**config.mk**
```make
export PLATFORM = sky130hd
export DESIGN_NAME = reg_writeback_queue
export DESIGN_NICKNAME = d
export VERILOG_FILES = /design/src/rtl/reg_writeback_queue.sv
export SDC_FILE = /design/constraint.sdc
export NUM_CORES = 1
export LEC_CHECK = 0
export CAP_MARGIN = 25
export CELL_PAD_IN_SITES_DETAIL_PLACEMENT = 1
export CELL_PAD_IN_SITES_GLOBAL_PLACEMENT = 1
export CORE_ASPECT_RATIO = 1.5
export CORE_MARGIN = 2
export CORE_UTILIZATION = 25
export CTS_BUF_LIST = sky130_fd_sc_hd__clkbuf_16
export DETAILED_ROUTE_END_ITERATION = 10
export HOLD_SLACK_MARGIN = 0.08
export PLACE_DENSITY_LB_ADDON = 0.2
export SLEW_MARGIN = 20
export SYNTH_ARGS = -nofsm -noshare
export SYNTH_HDL_FRONTEND = slang
export SYNTH_SLANG_ARGS = --single-unit
```
**constraint.sdc**
```tcl
create_clock -name clk -period 3.4 [get_ports clk]
set_input_delay 0.51 -clock clk [delete_from_list [all_inputs] [get_ports clk]]
set_output_delay 0.51 -clock clk [all_outputs]
set_load 0.01 [all_outputs]
```
**src/rtl/reg_writeback_queue.sv**
```systemverilog
// Regfile write-port arbiter: core ALU results take absolute priority; crypto results queue in a DEPTH-entry FIFO.
// Latency: core 1 cycle (input edge -> registered write); crypto at least 2 cycles (push edge, then issue edge).
// Backpressure: core is never stalled; cu_ready = (count < DEPTH), and a same-edge pop earns no push credit.
//
// Ports:
//   clk, reset_n                   clock, async active-low reset
//   core_we/core_rd/core_data      core writeback request (single cycle, highest priority)
//   cu_valid/cu_rd/cu_data         crypto result handshake (accepted when cu_ready)
//   cu_ready                       FIFO not full
//   reg_write/rd/write_data        registered regfile write port
//   pending_mask                   one bit per register targeted by any queued entry
//   fifo_count                     occupied FIFO entries
//   wb_conflict                    sticky: a core write hit a register still queued in the FIFO
module reg_writeback_queue #(
  parameter int DEPTH  = 4,
  parameter int DATA_W = 8,
  parameter int ADDR_W = 4
) (
  input  logic                    clk,
  input  logic                    reset_n,
  input  logic                    core_we,
  input  logic [ADDR_W-1:0]       core_rd,
  input  logic [DATA_W-1:0]       core_data,
  input  logic                    cu_valid,
  input  logic [ADDR_W-1:0]       cu_rd,
  input  logic [DATA_W-1:0]       cu_data,
  output logic                    cu_ready,
  output logic                    reg_write,
  output logic [ADDR_W-1:0]       rd,
  output logic [DATA_W-1:0]       write_data,
  output logic [2**ADDR_W-1:0]    pending_mask,
  output logic [$clog2(DEPTH):0]  fifo_count,
  output logic                    wb_conflict
);

  localparam int PW   = $clog2(DEPTH);
  localparam int CW   = PW + 1;
  localparam int NREG = 2**ADDR_W;

  // FIFO storage; entries carry no reset, occupancy is tracked by r_valid/r_count
  logic [ADDR_W-1:0] r_mem_rd   [DEPTH];
  logic [DATA_W-1:0] r_mem_data [DEPTH];
  logic [DEPTH-1:0]  r_valid;
  logic [PW-1:0]     r_wr_ptr;
  logic [PW-1:0]     r_rd_ptr;
  logic [CW-1:0]     r_count;

  logic              r_reg_write;
  logic [ADDR_W-1:0] r_rd;
  logic [DATA_W-1:0] r_wdata;
  logic              r_conflict;

  logic              w_ready;
  logic              w_push;
  logic              w_pop;
  logic [NREG-1:0]   w_mask;

  // Full/empty come from the count only, never from pointer comparison
  assign w_ready = (r_count < CW'(DEPTH));
  // Pop uses the count before this edge, so an entry pushed now cannot issue now
  assign w_push  = cu_valid && w_ready;
  assign w_pop   = !core_we && (r_count != '0);

  always_comb begin
    w_mask = '0;
    for (int i = 0; i < DEPTH; i++) begin
      if (r_valid[i]) begin
        w_mask[r_mem_rd[i]] = 1'b1;
      end
    end
  end

  always_ff @(posedge clk) begin
    if (w_push) begin
      r_mem_rd[r_wr_ptr]   <= cu_rd;
      r_mem_data[r_wr_ptr] <= cu_data;
    end
  end

  always_ff @(posedge clk or negedge reset_n) begin
    if (!reset_n) begin
      r_valid  <= '0;
      r_wr_ptr <= '0;
      r_rd_ptr <= '0;
      r_count  <= '0;
    end else begin
      // Push and pop never target the same slot: push needs count<DEPTH, pop needs count>0
      if (w_push) begin
        r_valid[r_wr_ptr] <= 1'b1;
        r_wr_ptr          <= r_wr_ptr + PW'(1);
      end
      if (w_pop) begin
        r_valid[r_rd_ptr] <= 1'b0;
        r_rd_ptr          <= r_rd_ptr + PW'(1);
      end
      case ({w_push, w_pop})
        2'b10:   r_count <= r_count + CW'(1);
        2'b01:   r_count <= r_count - CW'(1);
        default: r_count <= r_count;
      endcase
    end
  end

  always_ff @(posedge clk or negedge reset_n) begin
    if (!reset_n) begin
      r_reg_write <= 1'b0;
      r_rd        <= '0;
      r_wdata     <= '0;
    end else if (core_we) begin
      r_reg_write <= 1'b1;
      r_rd        <= core_rd;
      r_wdata     <= core_data;
    end else if (w_pop) begin
      r_reg_write <= 1'b1;
      r_rd        <= r_mem_rd[r_rd_ptr];
      r_wdata     <= r_mem_data[r_rd_ptr];
    end else begin
      // Idle: drop the enable, keep index/data stable
      r_reg_write <= 1'b0;
    end
  end

  // Debug flag only; the core write still goes through, decode owns the stall
  always_ff @(posedge clk or negedge reset_n) begin
    if (!reset_n) begin
      r_conflict <= 1'b0;
    end else if (core_we && w_mask[core_rd]) begin
      r_conflict <= 1'b1;
    end
  end

  assign cu_ready     = w_ready;
  assign reg_write    = r_reg_write;
  assign rd           = r_rd;
  assign write_data   = r_wdata;
  assign pending_mask = w_mask;
  assign fifo_count   = r_count;
  assign wb_conflict  = r_conflict;

endmodule
```
# Word level (Yosys, flattened, before mapping)
# Memories as Yosys holds them, arrays and structs flattened.
# Cells that the tools add are included.
# word_totals
register_bits	25
mem_bits_rw	48
in_bits	28
out_inout_bits	34
elab_cells	78
n_memories	2
# mem_list
name	words	width	rd	rd_ports_with_merged_regs	write_ports	line_no	text
r_mem_data	4	8	1	0	1	42	logic [DATA_W-1:0] r_mem_data [DEPTH];
r_mem_rd	4	4	5	0	1	41	logic [ADDR_W-1:0] r_mem_rd [DEPTH];
# classes
add_sub_neg	4
n_lt_le_gt_ge	14
n_eq_ne	2
n_mux	29
bitwise	6
reduce_logical	13
# ops
cell	count
2-to-1 mux 16 bit	4
bitwise OR 16 bit	3
< comparator 4 x 5 -> 1 bit (second input constant)	5
demux 1 bit (select 4 bit)	4
>= comparator 4 x 1 -> 1 bit (second input constant)	4
2-to-1 mux 4 bit	4
2-to-1 mux 8 bit	2
2-to-1 mux 1 bit	11
logical AND 1 bit	9
< comparator 2 x 3 -> 1 bit (second input constant)	2
case mux 3 bit (2 select lines)	1
adder 2 x 1 -> 2 bit (second input constant)	2
bitwise AND 4 bit	1
binary-select mux 1 bit (select 4 bit)	1
demux 1 bit (select 2 bit)	2
>= comparator 2 x 1 -> 1 bit (second input constant)	2
NOT 4 bit	1
bitwise OR 4 bit	1
nonzero test 2 bit	2
adder 3 x 1 -> 3 bit (second input constant)	1
< comparator 3 bit (second input constant)	1
nonzero test 3 bit	1
subtractor 3 x 1 -> 3 bit (second input constant)	1
equality test 2 x 1 -> 1 bit (second input constant)	1
other kinds (2)	2

# Depth between registers and ports, before layout
# Gate-level depths: netlist (run 1).
# logic_depth
ltp_word	14
ltp_mapped	9
ltp_nobuf	8

# Least setup slack after synthesis (run 1)
# Ideal clock, no wire load.
# synth_timing
kind	input to register
from	input core_we
to	register r_count[2], in the netlist fifo_count[2]
setup_time_ns	0.080
arrival_ns	2.162
required_time_ns	3.320
path_slack_ns	1.158
path_stages	9
n_path_buf	2
path_cell_list	clkbuf_8 a31oi_1 clkbuf_1 ha_1 inv_1 fa_1 xor2_1 nor2_1 xnor2_1
# synth_between
elab_chain_cells	4
elab_cells_between_ends	6
cone_classes	eq/ne (2); mux (1); reduce/logical (3)
# synth_rtl
item	line_no	text
from (decl)	21	input logic core_we,
logical NOT 1 bit *	62	assign w_pop = !core_we && (r_count != '0);
logical AND 1 bit *	62	
via w_pop	55	logic w_pop;
equality test 2 x 1 -> 1 bit or equality test 2 bit (tied branches)	96	case ({w_push, w_pop})
case mux 3 bit (2 select lines) or nonzero test 2 bit (tied branches)	--	
to (signal assigned)	97	2'b10: r_count <= r_count + CW'(1);
to (signal assigned)	98	2'b01: r_count <= r_count - CW'(1);
to (signal assigned)	99	default: r_count <= r_count;
to (decl)	46	logic [CW-1:0] r_count;
# The timed path passes the listed nets; every way through them passes the cells marked *.
# A chain may end at the register's enable or synchronous reset.

==> flow_metrics.env, run 1 <==
export IMPL_hold_path_depth=1
export IMPL_timing_critical_path_fanout_max=6
export IMPL_cellInternalPower_mw=2.48
export IMPL_stdcell_count=531
export IMPL_power_leakage_nw=1.75
export IMPL_initialDrtViolationCount=95
export IMPL_setup_worst_path_end_class="output pin"
export IMPL_yosys_warnings=0
export IMPL_clkPwrFrac_pct=29.4
export IMPL_grt_first_pass_wirelength_um=15600
export IMPL_insertion_delay_ns=0.33
export IMPL_sw_frac_of_total_pct=30.6
export IMPL_place_inst=515
export IMPL_ctsRootBufferMaster="clkbuf_16"
export IMPL_viasPerCell=4.68
export IMPL_busiest_layer="met2"
export IMPL_syn_avg_cell_area_sq_um=13.9
export IMPL_pwr_share_comb_pct=31.3
export IMPL_sequential_to_total_area_share_from_yosys_stat_pct=55.7
export IMPL_grt_util_all_layers_pct=13.4
export IMPL_detail_route_wirelength_um=9900
export IMPL_chipHeight_um=153
export IMPL_initial_core_util_pct=25.5
export IMPL_num_fill_cells=1562
export IMPL_cap_viol_max_count=0
export IMPL_achievable_frequency_mhz=355
export IMPL_synth_cells=266
export IMPL_timing_worst_slew_pin_value_ns=0.877
export IMPL_sequentialPowerShare_pct=39.3
export IMPL_p_switching_mw=1.10
export IMPL_dieArea_sq_um=15800
export IMPL_floorplan_io_pins=62
export IMPL_syn_cell_area_sq_um=3710
export IMPL_worst_endpoint_required_ns=2.89
export IMPL_grt_antenna_before_repair=0
export IMPL_drive_above_1_share_pct=16.1
export IMPL_cts_htree_levels=3
export IMPL_finalSetupTns_ns=0
export IMPL_finalCriticalPeriod_ns=2.81
export IMPL_startpoint_type="flop"
export IMPL_die_w_um=103
export IMPL_setup_viol=0
export IMPL_cp_cell_sequence="nor3b_1 -> nor2b_4 -> a311o_1 -> clkdlybuf4s50_1"
export IMPL_slowest_stage="nor3b_1"
export IMPL_gp_congestion=0.785
export IMPL_std_cell_rows=54
export IMPL_synthFlopType="edfxtp_1"
export IMPL_r2r_slack_ns=1.07
export IMPL_detailed_place_hpwl_um=7450
export IMPL_postCtsHoldBufs=0
export IMPL_maxSlewViolCount=0
export IMPL_synth_edff_count=48
export IMPL_placement_io_buffers=61
export IMPL_total_power_divided_by_cell_area_nw_per_um2=742
export IMPL_post_cts_setup_buffer_count=0
export IMPL_number_of_logic_stages_on_the_critical_path_including_buffering=4
export IMPL_r2r_cells=6
export IMPL_final_hold_viol_count=0
export IMPL_synth_nets=304
export IMPL_first_pass_iters=4
export IMPL_worst_slew_margin_rel_pct=41.5
export IMPL_pin_count_of_the_biggest_net_entering_global_routing=26
export IMPL_postSynth_asyncResetShare_pct=34.2
export IMPL_cts_repair_resize_count=0
export IMPL_post_route_util_pct=33.2
export IMPL_critPathTopFamily="simple AND/OR/NAND/NOR gates"
export IMPL_ys_seq_elements=73
export IMPL_max_clock_path_buffers=2
export IMPL_detailroute_via_count=2483
export IMPL_path_buf_inv=1
export IMPL_worstHoldPathType="flop to flop"
export IMPL_unrepaired_setup_endpoints_after_global_routing="false"
export IMPL_fin_nets=368
export IMPL_peakVddDrop_mv=0.330
export IMPL_criticalPathCategory="flop to output pin"
export IMPL_drc=0
export IMPL_number_of_buffers_created_by_cts=9
export IMPL_core_region_sq_um=14500
export IMPL_postRouteAntennaNets=0
export IMPL_groute_layer_met2_usage_pct=24.2
export IMPL_grt_overflow_total=0
export IMPL_antennaDiodeCount=0
export IMPL_critical_path_max_stage_delay_ns=0.55
export IMPL_grt_util_met1_pct=15.1
export IMPL_area_delta_synth_final_pct=30.1
export IMPL_status="finished clean"
export IMPL_timing_final_crit_share_pct=82.7
export IMPL_numClockSinks=73
export IMPL_avgRoutedWirePerCell_um=18.6
export IMPL_synth_cell_types=48
export IMPL_timing_critical_path_arrival_ns=2.30
export IMPL_first_global_vias=2761
export IMPL_cts_reportedPaths_clkPinSlew_ns=0.06
export IMPL_clock_skew_ns=0.00415
export IMPL_globalRouteMet3Util_pct=2.97
export IMPL_tritoncts="yes"
## cells in the mapped netlist (5+ instances only)
cell type / number / area share (%)
edfxtp_1: 48 / 39
dfrtp_1: 25 / 17
inv_1: 23 / 2.3
nand2_1: 17 / 1.7
mux4_2: 15 / 9.1
mux2i_1: 11 / 3.0
o21ai_0: 10 / 1.3
ha_1: 9 / 3.0
nand3b_1: 8 / 1.6
nor2_1: 7 / 0.71
clkbuf_1: 6 / 0.61
o221a_2: 6 / 1.8
o22a_1: 6 / 1.4
nand3_1: 5 / 0.67
o22ai_1: 5 / 0.84
## final cells by class
class,count,area (sq um),share of cell area [%]
Clock buffer,9,225,4.67
Tap cell,196,245,5.08
Clock inverter,7,110,2.28
Inverter,23,86.3,1.79
Multi-Input combinational cell,158,1450,30.1
Sequential cell,73,2070,42.8
Timing Repair Buffer,65,641,13.3
## power groups by stage
stage / logic (mW) / registers (mW) / clock network [mW]
6_report: 1.12 / 1.41 / 1.05
2_1_floorplan: 0.672 / 1.35 / 0
3_5_place_dp: 1.14 / 1.43 / 0
3_3_place_gp: 1.12 / 1.43 / 0
4_1_cts: 1.15 / 1.42 / 1.08
5_1_grt: 1.24 / 1.45 / 1.12
## layer usage
metal	wire length (um)	up-vias
li1	-	1160
met1	3860	1241
met2	5450	69
met3	421	13
met4	170	0
met5	0	-
## placed cells by master (no fill, tap or decap), types with 6 or more instances in the layout
cell type / count
nor2_1: 7
nand3b_1: 8
nand2_1: 17
ha_1: 9
o221a_2: 6
o22a_1: 6
mux2i_1: 11
dfrtp_1: 25
inv_1: 24
clkbuf_16: 9
clkdlybuf4s50_1: 61
mux4_2: 15
o21ai_0: 10
edfxtp_1: 48
## flip-flops by register name, summed over array words and instances (netlist names)
register	cells
r_rd_ptr	2
r_valid	4
r_wr_ptr	2
rd	4
write_data	8
r_mem_data	32
fifo_count	3
wb_conflict	1
r_mem_rd	16
reg_write	1
## logic make-up (layout without fill, tap and decap cells)
family                     after synthesis  count (layout)  synth area share [%]
adders and majority gates               10              10                  3.58
AOI/OAI and AO/OA                       53              53                  11.8
DFF                                     73              73                  55.7
muxes                                   27              27                  12.4
xor gates and xnor gates                 5               5                  1.18
buffers and inverters                   35             104                  5.33
and+or+nand+nor                         63              63                  9.95
## through the flow
stage / area (sq um) / total power [mW] / hold WS, ns / worst slack, ns
after floorplan: 3710 / 2.02 / 0.214 / 1.16
after global placement: 4490 / 2.54 / 0.468 / 0.782
after detailed placement: 4490 / 2.57 / 0.470 / 0.750
after CTS: 4820 / 3.65 / 0.483 / 0.607
after global routing: 4820 / 3.81 / 0.504 / 0.478
final: 4820 / 3.58 / 0.481 / 0.587
## worst paths after layout
check	startpoint	endpoint
max	r_mem_rd[2][2]	pending_mask[1]
min reg2reg	wb_conflict	wb_conflict
min	wb_conflict	wb_conflict
max reg2reg	r_valid[2]	wb_conflict
min in group asynchronous	reset_n	fifo_count[0]
max in group asynchronous	reset_n	write_data[0]
Note: power is estimated with default switching activity, not from simulation.
==> inputs of run 2 (changes only) <==
clock period = 2.9 ns   (was 3.4 ns; I/O delays follow)
==> run 2 against run 1 <==
Against the previous run:
- sequential power up 9%
- sequential share of layout area barely moved
- worst setup slack worse by 0.36 ns
- critical path depth stayed put
- flip-flop and latch count did not move
- final area barely moved
- non-clock buffer count grew 7
- core utilization hardly changed
- largest power group unchanged
==> flow_metrics.env, run 2 (synthesis gave the netlist of run 1 again) <==
export IMPL_clkPwrFrac_pct=26.1
export IMPL_post_route_util_pct=33.2
export IMPL_timing_final_crit_share_pct=92.2
export IMPL_stdcell_count=538
export IMPL_tritoncts="yes"
export IMPL_chipHeight_um=153
export IMPL_std_cell_rows=54
export IMPL_postCtsHoldBufs=0
export IMPL_r2r_slack_ns=0.58
export IMPL_unrepaired_setup_endpoints_after_global_routing="false"
export IMPL_critical_path_max_stage_delay_ns=0.57
export IMPL_most_common_layout_cells="clkdlybuf4s50_1, edfxtp_1, dfrtp_1"
export IMPL_detail_route_wirelength_um=10200
export IMPL_achievable_frequency_mhz=374
export IMPL_setup_worst_path_end_class="output pin"
export IMPL_slowest_stage="or3b_2"
export IMPL_grt_antenna_before_repair=0
export IMPL_cts_htree_levels=3
export IMPL_ctsRootBufferMaster="clkbuf_16"
export IMPL_antennaDiodeCount=0
export IMPL_layout_cells_most_common="clkdlybuf4s50_1"
export IMPL_place_inst=522
export IMPL_worst_slew_margin_rel_pct=59.9
export IMPL_drc=0
export IMPL_initialDrtViolationCount=124
export IMPL_postLayoutCellArea_sq_um=4830
export IMPL_placement_io_buffers=61
export IMPL_detailroute_via_count=2555
export IMPL_max_clock_path_buffers=2
export IMPL_status="finished clean"
export IMPL_post_route_hold_slack_ns=0.481
export IMPL_finalSetupTns_ns=0
export IMPL_total_power_divided_by_cell_area_nw_per_um2=840
export IMPL_grt_util_all_layers_pct=13.9
export IMPL_finalCriticalPeriod_ns=2.67
export IMPL_final_hold_viol_count=0
export IMPL_sequentialPowerShare_pct=38.1
export IMPL_viasPerCell=4.75
export IMPL_gp_congestion=0.810
export IMPL_timing_critical_path_arrival_ns=2.24
export IMPL_die_w_um=103
export IMPL_sw_frac_of_total_pct=31.7
export IMPL_first_pass_iters=5
export IMPL_post_cts_setup_buffer_count=0
export IMPL_area_delta_synth_final_pct=30.2
export IMPL_cts_repair_resize_count=0
export IMPL_cellInternalPower_mw=2.77
export IMPL_critPathTopFamily="simple AND/OR/NAND/NOR gates"
export IMPL_power_leakage_nw=1.77
export IMPL_numClockSinks=73
export IMPL_insertion_delay_ns=0.33
export IMPL_worstHoldPathType="input pin to asynchronous set/reset pin"
export IMPL_cp_cell_sequence="or3b_2 -> o22ai_1 -> a311o_1 -> clkdlybuf4s50_1"
export IMPL_criticalPathCategory="flop to output pin"
export IMPL_initial_core_util_pct=25.5
export IMPL_fin_nets=375
export IMPL_cap_viol_max_count=0
export IMPL_p_switching_mw=1.29
export IMPL_dp_slack_ns=0.414
export IMPL_clock_skew_ns=0.00798
export IMPL_grt_first_pass_wirelength_um=16000
export IMPL_maxSlewViolCount=0
export IMPL_pin_count_of_the_biggest_net_entering_global_routing=26
export IMPL_timing_worst_slew_pin_value_ns=0.596
export IMPL_cts_reportedPaths_clkPinSlew_ns=0.06
export IMPL_worst_endpoint_required_ns=2.47
export IMPL_first_global_vias=2798
export IMPL_drive_above_1_share_pct=17.8
export IMPL_startpoint_type="flop"
export IMPL_setup_viol=0
export IMPL_core_region_sq_um=14500
export IMPL_pwr_share_comb_pct=35.8
export IMPL_timing_critical_path_fanout_max=5
export IMPL_dieArea_sq_um=15800
export IMPL_postRouteAntennaNets=0
export IMPL_detailed_place_hpwl_um=7690
export IMPL_floorplan_io_pins=62
export IMPL_path_buf_inv=1
export IMPL_avgRoutedWirePerCell_um=19.0
export IMPL_setup_ws_ns=0.225
export IMPL_p_total_mw=4.06
export IMPL_dpl_instance_area_sq_um=4540
export IMPL_number_of_buffers_created_by_cts=9
export IMPL_peakVddDrop_mv=0.360
export IMPL_largest_reg_flops=32
export IMPL_grt_overflow_total=0
export IMPL_largest_register="r_mem_data"
==> run 2: cell count changes in the layout (fill, tap and decap cells not counted) <==
cell        change
buf_4           +7
clkinv_1        +1
bufinv_16       -2
clkinv_4        +1
clkinv_2        +2
inv_1           -1
clkinvlp_4      -1
==> run 2: power by group through the flow <==
stage               Combinational, mW  Sequential [mW]  Clock, mW
global route                     1.60             1.58       1.13
CTS                              1.50             1.55       1.09
floorplan                       0.788             1.58          0
finish                           1.45             1.54       1.06
global placement                 1.47             1.56          0
detailed placement               1.49             1.57          0
==> run 2: worst register-to-register path, cell delays in order, from the launching register on <==
cell and delay (ns):
edfxtp_1 0.53, nand2b_4 0.25, o22a_2 0.15, o221ai_1 0.20
mux4_2 0.52, or3b_1 0.36, a41o_1 0.21
==> run 2: metal layers <==
metal	share of wire, %	GRT usage [%]	vias to the layer above	routed length [um]
met5	0	0	-	0
met4	3.8	7.83	0	391
met3	4.1	2.38	23	417
met2	56	25.1	76	5690
met1	36	14.5	1291	3720
li1	-	-	1165	-
==> run 2: layout make-up <==
class | instances | area, sq um
Fill cell | 1575 | 9700
Sequential cell | 73 | 2070
Multi-Input combinational cell | 158 | 1450
Timing Repair Buffer | 72 | 693
Tap cell | 196 | 245
Clock buffer | 9 | 225
Inverter | 23 | 86.3
Clock inverter | 7 | 61.3
==> run 2: path summary, 6_finish.rpt <==
| path | startpoint | endpoint | cells past startpoint |
|---|---|---|---|
| setup reg to reg | r_mem_rd[2][1] | wb_conflict | 6 |
| max in group asynchronous | reset_n | r_valid[1] | 2 |
| hold reg to reg | wb_conflict | wb_conflict | 1 |
| setup / recovery | r_mem_rd[1][2] | pending_mask[1] | 4 |
| hold / removal | reset_n | fifo_count[0] | 2 |
| min in group clk | wb_conflict | wb_conflict | 1 |
==> inputs of run 3 (changes only) <==
SETUP_SLACK_MARGIN = 0.4   (was default)
==> run 3 against run 2 <==
Against the previous run:
- core utilization grew 1.6 points
- final cell count grew 4.1%
- sequential power is essentially flat
- hold slack lost 0.0030 ns
- clock-buffer cell count is the same
- critical endpoint is now pending_mask[12]
- global-route usage grew 0.12 points
- clock power is essentially flat
- via count grew 3.5%
- sequential share of layout area shrank 1.9 points
==> flow_metrics.env, run 3 (synthesis gave the netlist of run 1 again) <==
export IMPL_timing_critical_path_arrival_ns=2.08
export IMPL_most_common_layout_cells="clkdlybuf4s50_1, edfxtp_1, buf_4"
export IMPL_finalSetupTns_ns=0
export IMPL_timing_worst_slew_pin_value_ns=0.612
export IMPL_final_hold_viol_count=0
export IMPL_numClockSinks=73
export IMPL_slowest_stage="clkdlybuf4s50_1"
export IMPL_detailed_place_hpwl_um=7690
export IMPL_detailroute_via_count=2645
export IMPL_drc=0
export IMPL_area_delta_synth_final_pct=36.5
export IMPL_worstHoldPathType="input pin to asynchronous set/reset pin"
export IMPL_initialDrtViolationCount=120
export IMPL_std_cell_rows=54
export IMPL_post_route_hold_slack_ns=0.478
export IMPL_cts_reportedPaths_clkPinSlew_ns=0.06
export IMPL_post_route_util_pct=34.8
export IMPL_timing_final_crit_share_pct=86.6
export IMPL_multi_input_area_sq_um=1510
export IMPL_antennaDiodeCount=0
export IMPL_finalCriticalPeriod_ns=2.51
export IMPL_first_global_vias=2866
export IMPL_die_w_um=103
export IMPL_r2r_slack_ns=0.60
export IMPL_critical_path_max_stage_delay_ns=0.52
export IMPL_cap_viol_max_count=0
export IMPL_grt_overflow_total=0
export IMPL_criticalPathCategory="flop to output pin"
export IMPL_number_of_buffers_created_by_cts=9
export IMPL_postRouteAntennaNets=0
export IMPL_power_leakage_nw=2.01
export IMPL_largest_register="r_mem_data"
export IMPL_worst_endpoint_required_ns=2.47
export IMPL_num_fill_cells=1578
export IMPL_setup_viol=0
export IMPL_maxSlewViolCount=0
export IMPL_status="finished clean"
export IMPL_setup_worst_path_end_class="output pin"
export IMPL_pin_count_of_the_biggest_net_entering_global_routing=26
export IMPL_peakVddDrop_mv=0.360
export IMPL_chipHeight_um=153
export IMPL_r2r_cells=7
export IMPL_p_total_mw=4.12
export IMPL_achievable_frequency_mhz=398
export IMPL_path_buf_inv=2
export IMPL_grt_util_all_layers_pct=14.0
export IMPL_initial_core_util_pct=25.5
export IMPL_unrepaired_setup_endpoints_after_global_routing="true"
export IMPL_gp_congestion=0.810
export IMPL_max_clock_path_buffers=2
export IMPL_total_power_divided_by_cell_area_nw_per_um2=814
export IMPL_fin_nets=397
export IMPL_worst_reg2reg_path_startpoint="r_mem_rd[0][2]"
export IMPL_ctsRootBufferMaster="clkbuf_16"
export IMPL_core_region_sq_um=14500
export IMPL_final_seq_area_sq_um=2070
export IMPL_layout_cells_most_common="clkdlybuf4s50_1"
export IMPL_placement_io_buffers=61
export IMPL_worstReg2RegEnd="wb_conflict"
export IMPL_insertion_delay_ns=0.33
export IMPL_largest_reg_flops=32
export IMPL_startpoint_type="flop"
export IMPL_first_pass_iters=4
export IMPL_clock_skew_ns=0.00769
export IMPL_worst_slew_margin_rel_pct=58.9
export IMPL_avgRoutedWirePerCell_um=18.7
export IMPL_drive_above_1_share_pct=25.5
export IMPL_grt_antenna_before_repair=0
export IMPL_detail_route_wirelength_um=10500
export IMPL_timing_critical_path_fanout_max=5
export IMPL_dieArea_sq_um=15800
export IMPL_cts_htree_levels=3
export IMPL_cp_cell_sequence="or2_2 -> o221a_2 -> inv_1 -> clkdlybuf4s50_1"
export IMPL_critPathTopFamily="buffers and inverters"
export IMPL_grt_first_pass_wirelength_um=16100
export IMPL_viasPerCell=4.72
export IMPL_floorplan_io_pins=62
export IMPL_tritoncts="yes"
-- run 3: cell types whose count changed in the layout (fill, tap and decap cells not counted), moves of 3 or more --
cell	delta
buf_4	+22
clkdlybuf4s50_1	-11
dlymetal6s2s_1	+6
dlygate4sd2_1	+5
nand3_1	-3
nand3_2	+3
-- run 3: layer usage --
metal	vias up	global-route usage [%]	wire, um
li1	1210	-	-
met1	1341	14.6	3800
met2	71	25.4	5900
met3	23	2.47	407
met4	0	7.77	371
met5	-	0	0
-- run 3: through the flow --
stage               instances  cell area [sq um]  setup slack, ns
floorplan                 266               3710            0.733
global placement          522               4540            0.511
detailed placement        522               4540            0.414
CTS                       551               4940            0.295
global route              560               5060            0.321
finish                    560               5060            0.388
-- run 3: worst max path at each step --
stage	start	end	slack (ns)	cells after the start
detailed placement	core_we	fifo_count[2]	0.41	8
finish	r_mem_rd[1][1]	pending_mask[12]	0.39	4
global route	r_mem_rd[1][1]	pending_mask[12]	0.32	4
floorplan	r_valid[2]	wb_conflict	0.73	6
CTS	r_mem_rd[0][1]	pending_mask[5]	0.30	3
global placement	core_we	fifo_count[2]	0.51	8
-- run 3: report_power, final --
group          total [mW]  switching [mW]  internal (mW)
registers            1.54           0.167           1.37
clock network        1.06           0.403          0.655
logic                1.52           0.741          0.780
-- run 3: repair_timing --
| action | CTS | global route |
|---|---|---|
| endpoints found under the setup margin | 12 | 11 |
| cloned | 0 | 0 |
| pin swaps | 2 | 1 |
| hold buffers | 0 | 0 |
| setup buffers | 13 | 9 |
| resized for setup | 11 | 13 |
-- run 3: cell type report --
type / count / share of cell area [%]
tap: 196 / 4.85
clock inverter: 7 / 1.21
sequential: 73 / 40.9
inverter: 23 / 1.71
multi-input combinational: 158 / 29.8
clock buffer: 9 / 4.45
timing repair buffer: 94 / 17.1
